## src/rtl/alu32_seq.sv

```systemverilog
// ============================================================================
// alu32_seq : 32-bit ALU with valid/ready handshake, serial or barrel shifter
// Optional {N,Z,C,V} flags output when ALU32_SEQ_FLAGS_EN is defined. Rev 1.0
// ============================================================================
`default_nettype none

module alu32_seq #(
    parameter int BARREL = 0
) (
    input  logic        clk,
    input  logic        rst_n,
    input  logic        in_valid,
    output logic        in_ready,
    input  logic [31:0] in_a,
    input  logic [31:0] in_b,
    input  logic [2:0]  in_op,
    output logic        out_valid,
    input  logic        out_ready,
    output logic [31:0] out_r,
    output logic        busy
`ifdef ALU32_SEQ_FLAGS_EN
    ,
    output logic [3:0]  out_flags
`endif
);

    typedef enum logic [1:0] {
        IDLE  = 2'd0,
        SHIFT = 2'd1,
        DONE  = 2'd2
    } state_t;

    localparam logic [2:0] OP_ADD = 3'b000;
    localparam logic [2:0] OP_SUB = 3'b001;
    localparam logic [2:0] OP_AND = 3'b010;
    localparam logic [2:0] OP_OR  = 3'b011;
    localparam logic [2:0] OP_XOR = 3'b100;
    localparam logic [2:0] OP_SRA = 3'b101;
    localparam logic [2:0] OP_SRL = 3'b110;

    state_t      state;
    logic [31:0] work;
    logic [2:0]  op_q;
    logic [4:0]  cnt;

    logic [31:0] imm_res;
    logic [31:0] step_res;
    logic        serial_shift;

`ifdef ALU32_SEQ_FLAGS_EN
    logic [32:0] add_sum;
    logic [32:0] sub_sum;
    logic        imm_c;
    logic        imm_v;

    // Subtraction as A + ~B + 1 so bit 32 is the borrow-not carry.
    assign add_sum = {1'b0, in_a} + {1'b0, in_b};
    assign sub_sum = {1'b0, in_a} + {1'b0, ~in_b} + 33'd1;

    always_comb begin
        imm_c = 1'b0;
        imm_v = 1'b0;
        if (in_op == OP_ADD) begin
            imm_c = add_sum[32];
            imm_v = (in_a[31] == in_b[31]) && (add_sum[31] != in_a[31]);
        end else if (in_op == OP_SUB) begin
            imm_c = sub_sum[32];
            imm_v = (in_a[31] != in_b[31]) && (sub_sum[31] != in_a[31]);
        end
    end
`else
    logic [31:0] add_sum;
    logic [31:0] sub_sum;

    assign add_sum = in_a + in_b;
    assign sub_sum = in_a - in_b;
`endif

    assign in_ready  = (state == IDLE);
    assign out_valid = (state == DONE);
    assign busy      = (state != IDLE);

    // Zero-amount shifts and barrel mode finish in the acceptance cycle.
    assign serial_shift = (in_op >= OP_SRA) && (BARREL == 0) && (in_b[4:0] != 5'd0);

    always_comb begin
        case (in_op)
            OP_ADD:  imm_res = add_sum[31:0];
            OP_SUB:  imm_res = sub_sum[31:0];
            OP_AND:  imm_res = in_a & in_b;
            OP_OR:   imm_res = in_a | in_b;
            OP_XOR:  imm_res = in_a ^ in_b;
            OP_SRA:  imm_res = $unsigned($signed(in_a) >>> in_b[4:0]);
            OP_SRL:  imm_res = in_a >> in_b[4:0];
            default: imm_res = in_a << in_b[4:0];
        endcase
    end

    always_comb begin
        case (op_q)
            OP_SRA:  step_res = {work[31], work[31:1]};
            OP_SRL:  step_res = {1'b0, work[31:1]};
            default: step_res = {work[30:0], 1'b0};
        endcase
    end

    always_ff @(posedge clk or negedge rst_n) begin
        if (!rst_n) begin
            state <= IDLE;
            work  <= 32'd0;
            op_q  <= OP_ADD;
            cnt   <= 5'd0;
            out_r <= 32'd0;
`ifdef ALU32_SEQ_FLAGS_EN
            out_flags <= 4'd0;
`endif
        end else begin
            case (state)
                IDLE: begin
                    if (in_valid) begin
                        work <= in_a;
                        op_q <= in_op;
                        cnt  <= in_b[4:0];
                        if (serial_shift) begin
                            state <= SHIFT;
                        end else begin
                            state <= DONE;
                            out_r <= imm_res;
`ifdef ALU32_SEQ_FLAGS_EN
                            out_flags <= {imm_res[31], imm_res == 32'd0, imm_c, imm_v};
`endif
                        end
                    end
                end
                SHIFT: begin
                    work <= step_res;
                    cnt  <= cnt - 5'd1;
                    if (cnt == 5'd1) begin
                        state <= DONE;
                        out_r <= step_res;
`ifdef ALU32_SEQ_FLAGS_EN
                        out_flags <= {step_res[31], step_res == 32'd0, 2'b00};
`endif
                    end
                end
                DONE: begin
                    if (out_ready) begin
                        state <= IDLE;
                    end
                end
                default: state <= IDLE;
            endcase
        end
    end

endmodule

`default_nettype wire

```

## config.mk

```make
export PLATFORM = sky130hd
export DESIGN_NAME = alu32_seq
export DESIGN_NICKNAME = d
export VERILOG_FILES = /design/src/rtl/alu32_seq.sv
export SDC_FILE = /design/constraint.sdc
export NUM_CORES = 1
export LEC_CHECK = 0
export ABC_AREA = 1
export CAP_MARGIN = 20
export CORE_UTILIZATION = 45
export CTS_CLUSTER_DIAMETER = 30
export DETAILED_ROUTE_END_ITERATION = 10
export GPL_TIMING_DRIVEN = 0
export PLACE_DENSITY = 0.71
export REMOVE_ABC_BUFFERS = 1
export SLEW_MARGIN = 15
export SYNTH_ARGS = -nofsm -noshare
export SYNTH_HDL_FRONTEND = slang
export SYNTH_SLANG_ARGS = --single-unit
```

## constraint.sdc

```tcl
create_clock -name clk -period 2.8 [get_ports clk]
set_input_delay 0.56 -clock clk [delete_from_list [all_inputs] [get_ports clk]]
set_output_delay 0.56 -clock clk [all_outputs]
set_load 0.02 [all_outputs]
```

**Word-level counts from Yosys, hierarchy flattened**

Index checks and enable logic that the tools add are counted.

- Bits in registers: 74
- Memories: 0
- Memory bits (writable): 0
- Word-level logic and storage cells: 55
- Output and inout port bits: 35
- Memory bits (read-only): 0
- Input port bits: 71
- Latch bits: 0

- Equality and inequality tests: 15
- Divide/modulo/power cells: 0
- Multiplexer cells: 15
- Multipliers: 0
- Reductions and logical operators: 10
- Shift-type cells: 3
- Add/subtract/negate cells: 3
- Bitwise gates (word level): 3
- Order comparisons: 1

Operators with widths:

| kind | number |
|---|---|
| case mux 32 bit (7 select lines) | 1 |
| case mux 32 bit (2 select lines) | 3 |
| two-way mux 32 bit | 4 |
| adder 32 bit | 1 |
| AND 32 bit | 1 |
| OR 32 bit | 1 |
| << shifter 32 x 5 -> 32 bit | 1 |
| >> shifter 32 x 5 -> 32 bit | 1 |
| >>> shifter 32 x 5 -> 32 bit | 1 |
| subtractor 32 bit | 1 |
| bitwise XOR 32 bit | 1 |
| == test 3 bit, second input constant | 5 |
| case mux 5 bit (2 select lines) | 1 |
| two-way mux 2 bit | 4 |
| == test 3 x 2 -> 1 bit, second input constant | 2 |
| inequality test 2 bit, second input constant | 3 |
| case mux 2 bit (3 select lines) | 1 |
| == test 5 x 1 -> 1 bit, second input constant | 1 |
| two-way mux 5 bit | 1 |
| nonzero test 5 bit | 1 |
| subtractor 5 x 1 -> 5 bit, second input constant | 1 |
| AND reduction 2 bit | 2 |
| AND reduction 4 bit | 1 |
| nonzero test 2 bit | 2 |
| other kinds (9) | 9 |

**Logic depth before layout (Yosys ltp)**

Gate-level depths: netlist (run 1).

- Depth in word-level cells: 5
- Mapped depth: 29
- Depth with buffers taken out: 27

**Worst setup path before layout (run 1)**

OpenSTA, ideal clock, no wires.

- Kind: input -> register
- Start: in in_b[1]
- End: reg out_r[31]
- Cell stages on the path: 28
- Path buffers: 2
- Path slack: -0.803 ns
- Library setup time: 0.122 ns
- Data arrival time: 3.481 ns
- Data required time: 2.678 ns
- Cell sequence: buf_2 > inv_2 > clkbuf_1 > ha_1 > inv_1 > nor3_4 > nand2_1 > inv_1 > nand4_1 > nor2_2 > nand3_1 > o21ai_2 > nand2_1 > xor2_1 > ha_1 > nand2_1 > nor2_1 > nand2_1 > inv_1 > nand2_1 > nand2_1 > inv_1 > nand2_1 > nand2_1 > nand3_1 > nand2_1 > nand2_1 > a21oi_1

- Cells in the longest elaborated chain, start to end: 5
- Elaborated cells on any way between the ends: 13
- Classes of those cells: add/sub (2); eq/ne (1); shift (3); mux (4); reduce/logical (3)

Ends and longest elaborated chain:

| what | line | source |
|---|---|---|
| start, declared | 15 | `input logic [31:0] in_b,` |
| subtractor 32 bit, or another cell as far along | 76 | `assign sub_sum = in_a - in_b;` |
| case mux 32 bit (7 select lines) | 87 | `case (in_op)` |
| two-way mux 32 bit | 124 | `if (serial_shift) begin` |
| two-way mux 32 bit | 120 | `if (in_valid) begin` |
| case mux 32 bit (2 select lines) | 118 | `case (state)` |
| end signal, assigned | 128 | `out_r <= imm_res;` |
| end signal, assigned | 140 | `out_r <= step_res;` |
| end, declared | 19 | `output logic [31:0] out_r,` |

Parallel ways exist; a longest one is shown, timed or not. The select of a mux whose other input is x is not followed.
A chain may end at the register's enable or synchronous reset.

**Worst setup path after layout (run 1)**

- Start: in in_b[1]
- End: reg out_r[28]

The elaborated chain is that of the path after synthesis.

==> key figures, run 1 <==
STA
  – RSZ-0062 raised after global routing: yes
  – Worst slew margin: 49.2%
  – Final worst-path cycle share: 123%
  – Min Tclk post-route: 3.45 ns
  – Endpoints failing setup: 29
  – Setup Skew: 0.0138 ns
  – F_max: 290 MHz
  – Final WS setup: -0.653 ns
  – Slew @ Worst Pin: ~0.76 ns
  – Max-slew violations: 0
  – Hold Vio Cnt, Final: 0

Global route
  – Largest net degree at the start of global routing: 64
  – GRT Util Overall: 39.2%
  – First-pass GRT wire length: 84000 um
  – Vias in the first global route: 14600
  – Antenna violations before repair: 1
  – Total gr overflow: 0

Die
  – Chip height: 168 um
  – DIE AREA: between 20000 and 30000 um^2
  – I/O Pins: 106
  – Core area: 27000 um^2
  – Starting density of the core: 46.0%
  – Die width: roughly 170 um
  – Num rows: 60

Clocking
  – H-Tree Depth: 3
  – Clock Tree Root: clkbuf_16
  – Clock Latency Late Sink: 0.35 ns
  – Clock Tree Buf Depth: 2
  – CTS Buf Count: 9
  – CTS tree: done
  – Post-CTS Hold Buffers: 0
  – Worst-path clk slew: ~0.07 ns
  – # clock sinks: 74

Critical path
  – Crit Path Category: in -> reg
  – Startpoint Class: input pin
  – CP Data Required Time: just over 3 ns
  – Critical path's slowest cell: ha_1
  – Critical path arrival: 3.73 ns
  – Crit path largest cell delay: about 0.34 ns
  – Most used cell, CP: nand2_1
  – CP top delay family: simple AND/OR/NAND/NOR gates
  – Worst R2R Path Depth: 11
  – Worst Path Max Fanout: 5
  – Worst path depth: 26
  – Critical path buffers and inverters: 6
  – CP Capture Type: register

Synth
  – Avg Synthesized Cell Area: 5.58 um^2
  – Post-synth EDFFs: 0
  – Distinct cell type count after synthesis: 51
  – Main flop type after synthesis: dfrtp_1
  – Cell with the most instances after synthesis: nand2_1
  – Synth Register Bits: 74
  – Yosys warns: 0
  – Share of the synthesized area in the top cell type: between 20% and 30%
  – Synth area leaders: nand2_1 (22%), dfrtp_1 (15%), nand3_1 (13%)
  – Mapped Cells: 2228
  – Post-synth top area cell: nand2_1
  – Async set or reset register ratio after synthesis: 100%
  – Most frequent cells after synthesis: nand2_1 (715), nand3_1 (312), inv_1 (280)
  – Synthesized cell area: 12400 um^2
  – Seq/Total Area, Yosys: 14.9%

Routing
  – Vias: 16200
  – WL/cell: 21.5 um
  – Drt pass-1 iters: 7
  – # DRC: 0
  – Overall routed net length: roughly 58000 um
  – Antenna Nets Post-Route: 0
  – Iter 0 DRT Violations: 2086
  – Via-per-instance ratio: 6.01

Power
  – Reg power frac: around a fifth
  – Peak VDD IR: 379 uV
  – Leakage: 0.00833 uW
  – Int Pwr: approximately 4700 uW
  – Comb pwr share: 66.8%
  – Switch Pwr: 4910 uW
  – Pwr dens: 589 nW/um^2
  – Part of the power in the clock network: 12.9%
  – Sw frac: 51.2%

Layout
  – Final non-filler cell total: 2697
  – Finished Core Util: around three fifths
  – Layout Nets: 2523
  – Share of cells above drive strength 1: 18.3%
  – N_diodes: 0
  – Area growth, synth to finish: 31.0%

Min path
  – HP Class: in -> async

Run status
  – Status: finished, violations left
  – Violated checks: negative setup slack

Place
  – Port Buffers: 105
  – RePlAce Congestion: approximately 1.0
  – Post-place setup slack: -2.64 ns
  – Placed Cells: about 2600
  – HPWL after DPL: 40700 um

Flow run
  – Max-Cap Viols: 0
-- layout by cell type, fill, tap and decap left out, types with 16 or more instances in the layout --
master,n
nand3_1,275
nor2_2,25
buf_6,16
clkdlybuf4s50_1,82
nor2_4,24
a21oi_1,96
o21ai_0,135
nand4_1,17
a21oi_2,21
nor2_1,136
inv_2,30
nand2_1,622
ha_1,83
xor2_1,28
inv_1,251
dfrtp_1,74
nand3_2,24
nand2_4,23
a21boi_1,20
buf_4,65
nand2_2,75
-- worst paths after layout --
check	start	to	slack, ns
max	in_b[1]	out_r[28]	-0.65
min	rst_n	out_r[22]	0.10
max reg2reg	state[0]	out_r[4]	0.22
min reg2reg	work[0]	work[0]	0.48
max in group asynchronous	rst_n	cnt[0]	2.09
min in group clk	work[0]	work[0]	0.48
-- power by group through the flow --
stage / Sequential (uW) / Clock [uW] / Combinational [uW]
final: 1940 / 1240 / 6410
after global routing: 1990 / 1270 / 6900
after CTS: 1930 / 1230 / 5910
after detailed placement: 1940 / 0 / 5450
after global placement: 1910 / 0 / 5290
after floorplan: 2170 / 0 / 3170
-- sequential cells by signal, indices dropped and copies added (netlist names) --
name / cells
work: 32
out_r: 32
op_q: 3
state: 2
cnt: 5
-- final cells by class --
cell class	instances	area, um^2
Fill cell	2654	10700
Multi-Input combinational cell	1765	10300
Timing Repair Buffer	203	2180
Sequential cell	74	1850
Inverter	293	1180
Tap cell	341	427
Clock buffer	9	225
Clock inverter	7	77.6
Timing Repair inverter	5	38.8
-- logic make-up after synthesis --
logic type | share of synthesized area [%]
flops | 14.9
buf+inv | 12.7
simple gates | 44.2
compound gates | 15.5
fa+ha+maj | 10.2
xor+xnor | 2.40
-- worst register-to-register path, cell delays in order (launching register included) --
cell and delay [ns]:
dfrtp_1 0.44, inv_2 0.11, nor2_4 0.17, buf_16 0.19
buf_16 0.20, inv_6 0.14, nand2_8 0.30, o311ai_4 0.27
buf_8 0.24, buf_8 0.17, nor2_1 0.16, a21boi_1 0.08
-- metrics by stage --
stage | total power [uW] | instance area (um^2) | TNS (ns) | hold slack (ns)
5_1_grt | 10200 | 16300 | -15.55 | 0.119
2_1_floorplan | 5340 | 11900 | -100.90 | 0.264
3_5_place_dp | 7390 | 13700 | -79.47 | 0.473
3_3_place_gp | 7200 | 13400 | -485.64 | 0.467
4_1_cts | 9070 | 15500 | -13.80 | 0.114
6_report | 9590 | 16300 | -12.46 | 0.101
-- layer usage --
metal  part of all wire [%]  global-route usage [%]
met5                      0                       0
met4                    5.6                    18.6
met3                     13                    9.45
met2                     43                    60.6
met1                     39                    51.3
-- what timing repair did --
action / in CTS / in global routing
pin swaps: 84 / 99
gates resized for setup: 253 / 181
gates cloned: 11 / 3
setup endpoints to repair: 57 / 38
setup buffers: 56 / 25
Note: power is estimated with default switching activity, not from simulation.
==> inputs of run 2 (changes only) <==
Settings changed: GPL_TIMING_DRIVEN 0 to 1, SKIP_LAST_GASP set to 1.
Clock period 2.8 ns to 3.4 ns, I/O delays scaled along.
==> run 2 against run 1 <==
Compared with the run above:
- the flow still finishes with violations (negative setup slack)
- combinational power fell by 18%
- clock skew decreased by 0.0061 ns
- global-route usage is 0.91 points higher
- highest routed layer unchanged
==> key figures, run 2 (same netlist as run 1, synthesis figures left out) <==
Place
  – Post-place setup slack: -0.921 ns (+1.72 ns)
  – HPWL after DPL: 45500 um (+12%)
  – Port Buffers: 105 (unchanged)
  – RePlAce Congestion: 1.04 (+0.15%)
  – Placed Cells: 2810 (+8.6%)

STA
  – Final worst-path cycle share: 101%
  – Final WS setup: -0.0340 ns (+0.619 ns)
  – Hold Slack: 0.306 ns (+0.206 ns)
  – Min Tclk post-route: around 3.4 ns
  – RSZ-0062 raised after global routing: yes
  – Max-slew violations: 0 (unchanged)
  – F_max: 291 MHz
  – Endpoints failing setup: 5 (-83%)
  – Slew @ Worst Pin: 0.971 ns (+0.213 ns)
  – Setup Skew: 0.00771 ns (-0.00608 ns)
  – Hold Vio Cnt, Final: 0 (unchanged)
  – Worst slew margin: 35.2% (-14 points)

Routing
  – Vias: 16400 (+1.4%)
  – Via-per-instance ratio: 5.76 (-4.2%)
  – # DRC: 0 (unchanged)
  – WL/cell: 20.3 um (-5.5%)
  – Drt pass-1 iters: 7 (unchanged)
  – Antenna Nets Post-Route: 0 (unchanged)
  – Overall routed net length: 58000 um (about the same)
  – Iter 0 DRT Violations: 1913 (-8.3%)

Die
  – DIE AREA: 28300 um^2 (unchanged)
  – Core area: 27000 um^2 (unchanged)
  – Chip height: 168 um (unchanged)
  – Starting density of the core: 46.0% (unchanged)
  – Num rows: 60 (unchanged)
  – I/O Pins: 106 (unchanged)
  – Die width: 168 um (unchanged)

Critical path
  – Crit path largest cell delay: 0.36 ns (+0.02 ns)
  – Critical path buffers and inverters: 6 (unchanged)
  – Most used cell, CP: nand2_1
  – Startpoint Class: input pin
  – CP Data Required Time: 3.64 ns (+0.56 ns)
  – Setup crit start: in_b[0]
  – Critical path arrival: 3.67 ns (-0.06 ns)
  – Worst R2R Path Depth: 7 (-4)
  – CP Capture Type: register
  – Critical path's slowest cell: ha_1
  – Cells along the critical path: buf_8 -> inv_4 -> ha_4 -> inv_4 -> nor3_4 -> nand2_2 -> inv_2 -> nand4_1 -> nor2_2 -> buf_6 -> a21oi_1 -> xor2_1 -> ha_1 -> nand2_1 -> nor2_2 -> inv_2 -> nor2_4 -> nand4_1 -> nand3_1 -> nand2_1 -> nand3_2 -> nand3_2 -> nand2_1 -> a21boi_2
  – Worst Path Max Fanout: 4 (-1)
  – R2r startpoint: state[0]
  – Crit Path Category: in -> reg
  – Worst path depth: 24 (-7.7%)
  – CP top delay family: simple AND/OR/NAND/NOR gates
  – R2r endpoint: out_r[21]
  – End of the critical path: out_r[19]
  – Internal reg-to-reg setup slack: 1.12 ns (+0.90 ns)

Layout
  – Share of cells above drive strength 1: 20.9% (+2.5 points)
  – Commonest non-fill, non-tap cell in the layout: nand2_1
  – Fillers: 2646 (-0.30%)
  – Layout Nets: 2682 (+6.3%)
  – Final non-filler cell total: 2856 (+5.9%)
  – Most frequent cells in the layout: nand2_1 (648), nand3_1 (281), inv_1 (264)
  – Finished Core Util: 61.7% (+1.5 points)
  – Area growth, synth to finish: 34.3%
  – Largest regs: out_r x32, work x32, cnt x5
  – N_diodes: 0 (unchanged)

Global route
  – First-pass GRT wire length: 86300 um (+2.7%)
  – Total gr overflow: 0 (unchanged)
  – GRT Util Overall: 40.1% (+0.91 points)
  – Vias in the first global route: 15200 (+3.8%)
  – Largest net degree at the start of global routing: 80 (+25%)
  – Antenna violations before repair: 0 (-1)

Clocking
  – Post-CTS Hold Buffers: 0 (unchanged)
  – Clock Tree Buf Depth: 2 (unchanged)
  – CTS Buf Count: 9 (unchanged)
  – # clock sinks: 74 (unchanged)
  – CTS tree: done
  – Clock Tree Root: clkbuf_16
  – H-Tree Depth: 3 (unchanged)
  – Worst-path clk slew: 0.06 ns (about the same)
  – Clock Latency Late Sink: 0.35 ns (about the same)

Run status
  – Status: finished, violations left
  – Violated checks: negative setup slack

Power
  – Int Pwr: 3970 uW (-15%)
  – Comb pwr share: 66.1% (-0.7 points)
  – Part of the power in the clock network: 13.5% (+0.6 points)
  – Pwr dens: 476 nW/um^2 (-19%)
  – Reg power frac: 20.4% (+0.2 points)
  – Peak VDD IR: 458 uV (+21%)
  – Switch Pwr: 3970 uW (-19%)
  – Design Power: 7940 uW (-17%)
  – Sw frac: 50.0% (-1.2 points)
  – Leakage: 0.00887 uW (+6.5%)

Min path
  – HP Class: in -> async

Flow run
  – Max-Cap Viols: 0 (unchanged)
run 2: how the worst min path moves through the flow:
| stage | start | to | slack [ns] | cells past startpoint |
|---|---|---|---|---|
| floorplan | rst_n | cnt[0] | 0.38 | 0 |
| global placement | work[0] | work[0] | 0.47 | 2 |
| detailed placement | work[0] | work[0] | 0.48 | 2 |
| CTS | rst_n | out_r[21] | 0.36 | 2 |
| global route | rst_n | out_r[8] | 0.36 | 2 |
| finish | rst_n | out_r[8] | 0.31 | 2 |
run 2: worst register-to-register path: cells and delay by family (launching register included):
kind,cells,cell delay (ns)
compound gates,3,0.81
flops,1,0.44
simple gates,2,0.20
buf+inv,2,0.75
run 2: what timing repair did:
action | CTS | global route
setup endpoints to repair | 30 | 27
pin swaps | 41 | 101
resized for setup | 81 | 197
buffers inserted | 10 | 20
endpoints found under the hold margin | 0 | 0
run 2: area by class of cell:
cell class,instances,area [um^2],share of cell area (%)
Multi-Input combinational cell,1763,9850,59.1
Clock inverter,6,90.1,0.540
Timing Repair Buffer,369,3120,18.7
Inverter,293,1110,6.67
Clock buffer,10,229,1.37
Tap cell,341,427,2.56
Sequential cell,74,1850,11.1
run 2: power by group through the flow:
stage          combinational [uW]  clock [uW]  sequential (uW)
3_3_place_gp                 4780           0             1610
3_5_place_dp                 4850           0             1620
2_1_floorplan                2610           0             1780
6_report                     5250        1070             1620
4_1_cts                      4930        1070             1610
5_1_grt                      5710        1100             1660
run 2: through the flow:
stage               TNS (ns)  cell area, um^2
floorplan             -71.82            11900
global placement      -19.90            15300
detailed placement    -20.83            15300
CTS                   -0.357            15900
global route           -1.89            16700
finish               -0.0898            16700
run 2: layer usage:
layer / share of wire [%] / up-vias / track usage [%]
li1: - / 7756 / -
met2: 44 / 892 / 63.3
met1: 42 / 7647 / 54.0
met5: 0 / - / 0
met4: 4.0 / 0 / 15.7
met3: 10 / 147 / 7.55
==> inputs of run 3 (changes only) <==
Settings changed: CAP_MARGIN 20 to not set.
==> results of run 3 <==
Same layout as run 2: the final DEF is identical, and so are final timing and power.
